[src/rtl/pool_seq_ctrl.sv]
// pool_seq_ctrl
//   Sequencer for the 2x2 / stride-2 max-pool datapath. Latches the programmed
//   geometry on pool_start. Walks grp/col/row counters over the input stream.
//   Drives the partial-max buffer strobes and the emit strobe. Runs the output
//   valid/ready handshake and signals completion. Holds no pixel data.
//
// Ports
//   CLK, RESET          clock, synchronous active-high reset
//   pool_start          one-cycle start request (honoured only in IDLE)
//   input_size          feature-map height = width in pixels
//   input_channel_size  channel count (4 int8 channels per beat)
//   s_valid / s_ready   input stream handshake
//   acc_we              buffer write strobe (one per accepted beat)
//   acc_addr            buffer entry = (col>>1)*ch_words + grp
//   acc_init            1: overwrite entry, 0: keep running max
//   emit                datapath captures the final max this cycle
//   m_valid / m_ready   output stream handshake, m_last marks final output
//   busy                job in progress (RUN or FLUSH)
//   pool_done           one-cycle completion pulse
//   cfg_err             set together with pool_done when the geometry was rejected
//
// state | meaning
// ------+-----------------------------------------------------------------
// IDLE  | waiting for pool_start; geometry captured here
// RUN   | accepting input beats, emitting pooled outputs
// FLUSH | all input beats taken; waiting for the final output handshake
// DONE  | one cycle; pool_done (and cfg_err for rejected geometry)
module pool_seq_ctrl #(
    parameter int ADDR_W = 12
) (
    input  logic              CLK,
    input  logic              RESET,
    input  logic              pool_start,
    input  logic [5:0]        input_size,
    input  logic [8:0]        input_channel_size,
    input  logic              s_valid,
    output logic              s_ready,
    output logic              acc_we,
    output logic [ADDR_W-1:0] acc_addr,
    output logic              acc_init,
    output logic              emit,
    output logic              m_valid,
    input  logic              m_ready,
    output logic              m_last,
    output logic              busy,
    output logic              pool_done,
    output logic              cfg_err
);

    typedef enum logic [1:0] {
        ST_IDLE  = 2'd0,
        ST_RUN   = 2'd1,
        ST_FLUSH = 2'd2,
        ST_DONE  = 2'd3
    } state_t;

    state_t     state, state_nxt;
    logic [5:0] size_q;
    logic [6:0] ch_words_q;
    logic       err_q;
    logic [5:0] row_q, col_q;
    logic [6:0] grp_q;

    logic       geo_bad;
    logic       beat_ok;
    logic       grp_end, col_end, row_end, last_beat;
    logic       unused_ch_bits;

    // Low two channel bits are dropped: a partial beat of channels is not supported.
    assign unused_ch_bits = ^input_channel_size[1:0];

    assign geo_bad = (input_size == 6'd0) || input_size[0] || (input_size > 6'd32)
                     || (input_channel_size[8:2] == 7'd0);

    assign grp_end   = (grp_q == ch_words_q - 7'd1);
    assign col_end   = (col_q == size_q - 6'd1);
    assign row_end   = (row_q == size_q - 6'd1);
    assign last_beat = grp_end && col_end && row_end;

    always_comb begin
        state_nxt = state;
        s_ready   = 1'b0;
        busy      = 1'b0;
        pool_done = 1'b0;
        cfg_err   = 1'b0;
        case (state)
            ST_IDLE: begin
                if (pool_start) begin
                    state_nxt = geo_bad ? ST_DONE : ST_RUN;
                end
            end
            ST_RUN: begin
                busy    = 1'b1;
                // Back-pressure input only while an un-taken output is pending.
                s_ready = !m_valid || m_ready;
                if (s_valid && s_ready && last_beat) begin
                    state_nxt = ST_FLUSH;
                end
            end
            ST_FLUSH: begin
                busy = 1'b1;
                if (m_valid && m_ready && m_last) begin
                    state_nxt = ST_DONE;
                end
            end
            ST_DONE: begin
                pool_done = 1'b1;
                cfg_err   = err_q;
                state_nxt = ST_IDLE;
            end
            default: state_nxt = ST_IDLE;
        endcase
    end

    assign beat_ok  = s_valid && s_ready;
    assign acc_we   = beat_ok;
    assign acc_init = beat_ok && !row_q[0] && !col_q[0];
    assign emit     = beat_ok && row_q[0] && col_q[0];
    assign acc_addr = ADDR_W'(col_q[5:1]) * ADDR_W'(ch_words_q) + ADDR_W'(grp_q);

    always_ff @(posedge CLK) begin
        if (RESET) begin
            state      <= ST_IDLE;
            size_q     <= '0;
            ch_words_q <= '0;
            err_q      <= 1'b0;
            row_q      <= '0;
            col_q      <= '0;
            grp_q      <= '0;
            m_valid    <= 1'b0;
            m_last     <= 1'b0;
        end else begin
            state <= state_nxt;

            if (state == ST_IDLE && pool_start) begin
                size_q     <= input_size;
                ch_words_q <= input_channel_size[8:2];
                err_q      <= geo_bad;
                row_q      <= '0;
                col_q      <= '0;
                grp_q      <= '0;
            end else if (beat_ok) begin
                if (grp_end) begin
                    grp_q <= '0;
                    if (col_end) begin
                        col_q <= '0;
                        row_q <= row_end ? 6'd0 : row_q + 6'd1;
                    end else begin
                        col_q <= col_q + 6'd1;
                    end
                end else begin
                    grp_q <= grp_q + 7'd1;
                end
            end

            // A new emit wins over the handshake so back-to-back outputs need no bubble.
            if (emit) begin
                m_valid <= 1'b1;
                m_last  <= last_beat;
            end else if (m_ready) begin
                m_valid <= 1'b0;
                m_last  <= 1'b0;
            end
        end
    end

endmodule

[config.mk]
export PLATFORM = sky130hd
export DESIGN_NAME = pool_seq_ctrl
export DESIGN_NICKNAME = d
export VERILOG_FILES = /design/src/rtl/pool_seq_ctrl.sv
export SDC_FILE = /design/constraint.sdc
export NUM_CORES = 1
export LEC_CHECK = 0
export CORE_MARGIN = 2
export CORE_UTILIZATION = 25
export CTS_CLUSTER_DIAMETER = 80
export DETAILED_ROUTE_END_ITERATION = 12
export DONT_BUFFER_PORTS = 1
export PLACE_DENSITY = 0.45
export SKIP_LAST_GASP = 1
export SYNTH_ARGS = -nofsm -noshare
export SYNTH_HDL_FRONTEND = slang
export SYNTH_SLANG_ARGS = --single-unit
export TNS_END_PERCENT = 30
[constraint.sdc]
create_clock -name CLK -period 4.5 [get_ports CLK]
set_input_delay 0.675 -clock CLK [delete_from_list [all_inputs] [get_ports CLK]]
set_output_delay 0.675 -clock CLK [all_outputs]
set_load 0.05 [all_outputs]
# Word-level counts from Yosys, hierarchy flattened
# Cells that the tools add are included.
[classes] n_addsub=6 eq_ne=9 magnitude_cmp=1 bitwise=0 reduce_logical=28 n_mul=1 div=0 n_shift=0 mux=15
[ops] cell="adder 12 x 7 -> 12 bit" count=1
[ops] cell="adder 6 x 1 -> 6 bit, second input constant" count=2
[ops] cell="== test 6 bit" count=2
[ops] cell="logical AND 1 bit" count=12
[ops] cell="multiplier 5 x 7 -> 12 bit" count=1
[ops] cell="2-to-1 mux 6 bit" count=2
[ops] cell="2-to-1 mux 2 bit" count=4
[ops] cell="case mux 2 bit (4 select lines)" count=1
[ops] cell="adder 7 x 1 -> 7 bit, second input constant" count=1
[ops] cell="== test 7 bit" count=1
[ops] cell="logical NOT 7 bit" count=1
[ops] cell="2-to-1 mux 1 bit" count=7
[ops] cell="2-to-1 mux 7 bit" count=1
[ops] cell="subtractor 7 x 1 -> 7 bit, second input constant" count=1
[ops] cell="greater-than comparator 6 bit, second input constant" count=1
[ops] cell="logical NOT 6 bit" count=1
[ops] cell="inequality test 2 bit, second input constant" count=3
[ops] cell="AND reduction 3 bit" count=2
[ops] cell="subtractor 6 x 1 -> 6 bit, second input constant" count=1
[ops] cell="== test 2 bit, second input constant" count=2
[ops] cell="logical OR 1 bit" count=4
[ops] cell="OR reduction 2 bit" count=2
[ops] cell="logical NOT 1 bit" count=3
[ops] cell="== test 2 x 1 -> 1 bit, second input constant" count=1
[ops] cell="3 further kinds" count=3
[word_totals] ram_bits=0 n_memories=0 latch_bits=0 elab_cells=69 register_bits=37 input_bits=20 romBits=0 output_inout_bits=21

# Logic depth before layout (Yosys ltp)
[logic_depth] depth_word=7 mapped_depth=16 mapped_depth_nobuf=15

# Worst setup path after synthesis
# OpenSTA, ideal clock, no wires.
[synth_path] path_kind="reg-to-output" start="register col_q[4]" end="output port acc_addr[11]" n_path_buf=1 required_ns=3.825 t_arrival_ns=5.141 path_stages_with_launch=13 path_slack_ns=-1.316 cell_sequence="dfxtp_1 clkbuf_1 nand2_1 fa_1 fa_1 fa_1 inv_1 ha_1 a21oi_1 o21bai_1 a21oi_1 o21ai_0 o311ai_0"
[synth_via] elab_chain_len=2
[synth_lines] element="start, declared" line_no="61" rtl="logic [5:0] row_q, col_q;"
[synth_lines] element="start signal, assigned" line_no="149" rtl="col_q <= col_q + 6'd1;"
[synth_lines] element="multiplier 5 x 7 -> 12 bit" line_no="119" rtl="assign acc_addr = ADDR_W'(col_q[5:1]) * ADDR_W'(ch_words_q) + ADDR_W'(grp_q);"
[synth_lines] element="adder 12 x 7 -> 12 bit" line_no="119"
[synth_lines] element="end, declared" line_no="39" rtl="output logic [ADDR_W-1:0] acc_addr,"
# Every way passes these cells.

# Worst setup path after layout
[layout_path] start="register col_q[1]" end="output port acc_addr[10]"
# The elaborated chain is that of the path after synthesis.

==> summary.txt <==
Clock tree
  – Root buf cell: clkbuf_16
  – Skew-Pair Late Insertion Delay: 0.28 ns
  – # H-tree levels: 2
  – Clk sink count: 37
  – CTS tree: built
  – Total CTS buffers: 5
  – Clock-pin transition on the worst setup and hold timing paths: 0.06 ns
  – Clk buf depth: 2

Place
  – Hpwl dp: 6310 microns
  – Placed inst area: 0.00389 sq mm
  – GP Congestion: 0.802
  – Port bufs: 0

Worst setup path
  – Crit-path most repeated cell: fa_1
  – Critical path class: flip-flop to primary output
  – Crit-path slowest cell: fa_1
  – Buf+Inv Stages, Crit Path: 5
  – Kind of start point of the critical path: flip-flop
  – CP Data Required Time: 3.83 ns
  – CP Cell Sequence: buf_4 -> and2_1 -> fa_1 -> fa_1 -> inv_2 -> fa_1 -> inv_2 -> ha_4 -> inv_1 -> o21bai_1 -> a21oi_2 -> o21ai_2 -> xor2_2 -> buf_12
  – Arrival @ worst endpoint: 3.70 ns
  – Slowest cell delay on critical path: 0.57 ns
  – CP top delay family: adder cells
  – CP max FO: 6
  – Critical Path Sink Type: primary output

GRT
  – Initial antenna violation count: 0
  – Remaining global-route overflow: 0
  – First-pass GRT wire length: 13100 microns
  – Largest net degree at the start of global routing: 15
  – Total Routing Usage GR: 11.1%
  – Number of global-route vias before repair: 2709

Drt
  – First-pass iteration count of the detailed router: 4
  – WL final: 7730 microns
  – DR vias: 2714
  – Vias per cell: 4.54
  – Number of DRC markers in iteration 0: 73
  – Remaining routing DRC violations: 0
  – Post-DRT Antenna Nets: 0
  – WL/cell: 12.9 microns

Layout
  – Ant diodes: 0
  – # nets final: 493
  – Highest-count cells in the layout ignoring fill and taps: inv_1, nand2_1, buf_4
  – Finished Cell Area: 0.00422 sq mm
  – Final core occ: 31.7%
  – Filler cells: 1389
  – Commonest non-fill, non-tap cell in the layout: inv_1
  – Synth-to-Final Area Change: 23.0%
  – Proportion of layout cells with a drive suffix above 1: 21.6%

Timing
  – Slew headroom: 42.2%
  – Final count of negative-setup-slack endpoints: 0
  – Final Hold Vio Count: 0
  – Worst Clk Skew: 0.00650 ns
  – RSZ-0062 raised after global routing: yes
  – Crit share post-route: 97.2%
  – Final min period: 4.37 ns
  – Max-slew violations: 0
  – Max frequency: 0.229 GHz
  – Setup TNS: 0 ns
  – Final hold slack: 0.455 ns
  – Worst-margin pin slew: 0.863 ns

Die
  – Die Wd: 121 microns
  – Initial Util: 25.8%
  – Core area: 0.0133 sq mm
  – Die H: 121 microns
  – Site Rows: 42
  – IO Count: 41
  – Die area: 0.0147 sq mm

Synth
  – Top cells by area, synth: dfxtp_1, fa_1, ha_1
  – #FFs+latches synth: 37
  – Synthesized instance count: 395
  – Synth Area per Inst: 8.68 sq um
  – Synth cell types: 52
  – Post-synth ARST share: 0%
  – Syn_nets: 467
  – Yosys top cell area share: 21.6%
  – Post-Syn Area: 0.00343 sq mm
  – Primary FF master, synth: dfxtp_1
  – Seq/Total Area, Yosys: 21.6%
  – Synth area leader: dfxtp_1
  – Ys Warns: 0
  – EDFF count, synth: 0

Status
  – Outcome: finished, final reports clean

Power and ir drop
  – Pwr Density: 283 mW/mm^2
  – Peak supply drop: 254 uV
  – Pwr Total: 1190 uW
  – P_leak: 0.00187 uW

Min path
  – Min-delay worst type: input port to flip-flop

Run
  – Max_cap viols: 0
cells by family after synthesis:
| group | share of synthesized area (%) |
|---|---|
| and+or+nand+nor | 23.2 |
| buffers and inverters | 7.55 |
| AOI/OAI and AO/OA | 11.9 |
| adders and majority gates | 23.8 |
| xor gates and xnor gates | 11.1 |
| DFF | 21.6 |
| muxes | 0.876 |
routing by layer:
layer	global-route usage [%]	wire length, microns	share of wire (%)	up-vias
li1	-	-	-	1375
met1	16.0	4100	53	1280
met2	16.9	3260	42	51
met3	2.16	293	3.8	8
met4	2.62	68	0.88	0
met5	0	0	0	-
cells in the mapped netlist, drive strengths merged (10+ instances only):
library cell and n:
clkbuf 14, a22o 10, xor2 17, inv 45, dfxtp 37, and2 23, ha 30, o21ai 12
fa 22, nand2 34, xnor2 16, nor2 21, a21oi 17
report_power, final:
part	internal (uW)	switching [uW]	total (uW)
Combinational	180	274	454
Sequential	361	39.5	401
Clock	203	135	339
Total	744	448	1190
layout make-up:
type	count	area (sq um)	area share, %
tap	176	220	5.22
inverter	45	169	4.01
clock buffer	6	129	3.06
timing repair buffer	38	334	7.92
clock inverter	2	10.0	0.237
sequential	37	767	18.2
multi-input combinational	294	2590	61.4
registers in the layout (all words and copies together), names as in the netlist, 2 cells and up:
signal	cells
ch_words_q	7
size_q	6
state	2
row_q	6
grp_q	7
col_q	6
stage by stage:
step           std cells  worst slack [ns]
2_1_floorplan        395           -0.0915
3_3_place_gp         586            0.0432
3_5_place_dp         586            0.0635
4_1_cts              595          -0.00103
5_1_grt              598          -0.00861
6_report             598             0.128
worst register-to-register path, delay by kind of cell (launching register included):
family	cells	cell delay [ns]
simple gates	4	1.63
compound gates	3	0.56
buf+inv	1	0.16
flops	1	0.36
what timing repair did:
action	4_1_cts	5_1_grt
endpoints found under the setup margin	4	4
hold buffers	0	0
gates resized for setup	17	32
pin swaps	5	26
setup buffers	1	3
path summary, 6_finish.rpt:
| kind | startpoint | endpoint | slack, ns | cells past startpoint |
|---|---|---|---|---|
| setup / recovery | col_q[1] | acc_addr[10] | 0.13 | 14 |
| setup reg to reg | ch_words_q[2] | row_q[4] | 1.65 | 8 |
| hold reg to reg | err_q | err_q | 0.48 | 1 |
| hold / removal | RESET | m_valid | 0.45 | 1 |
Power figures use the tool's default switching activity.
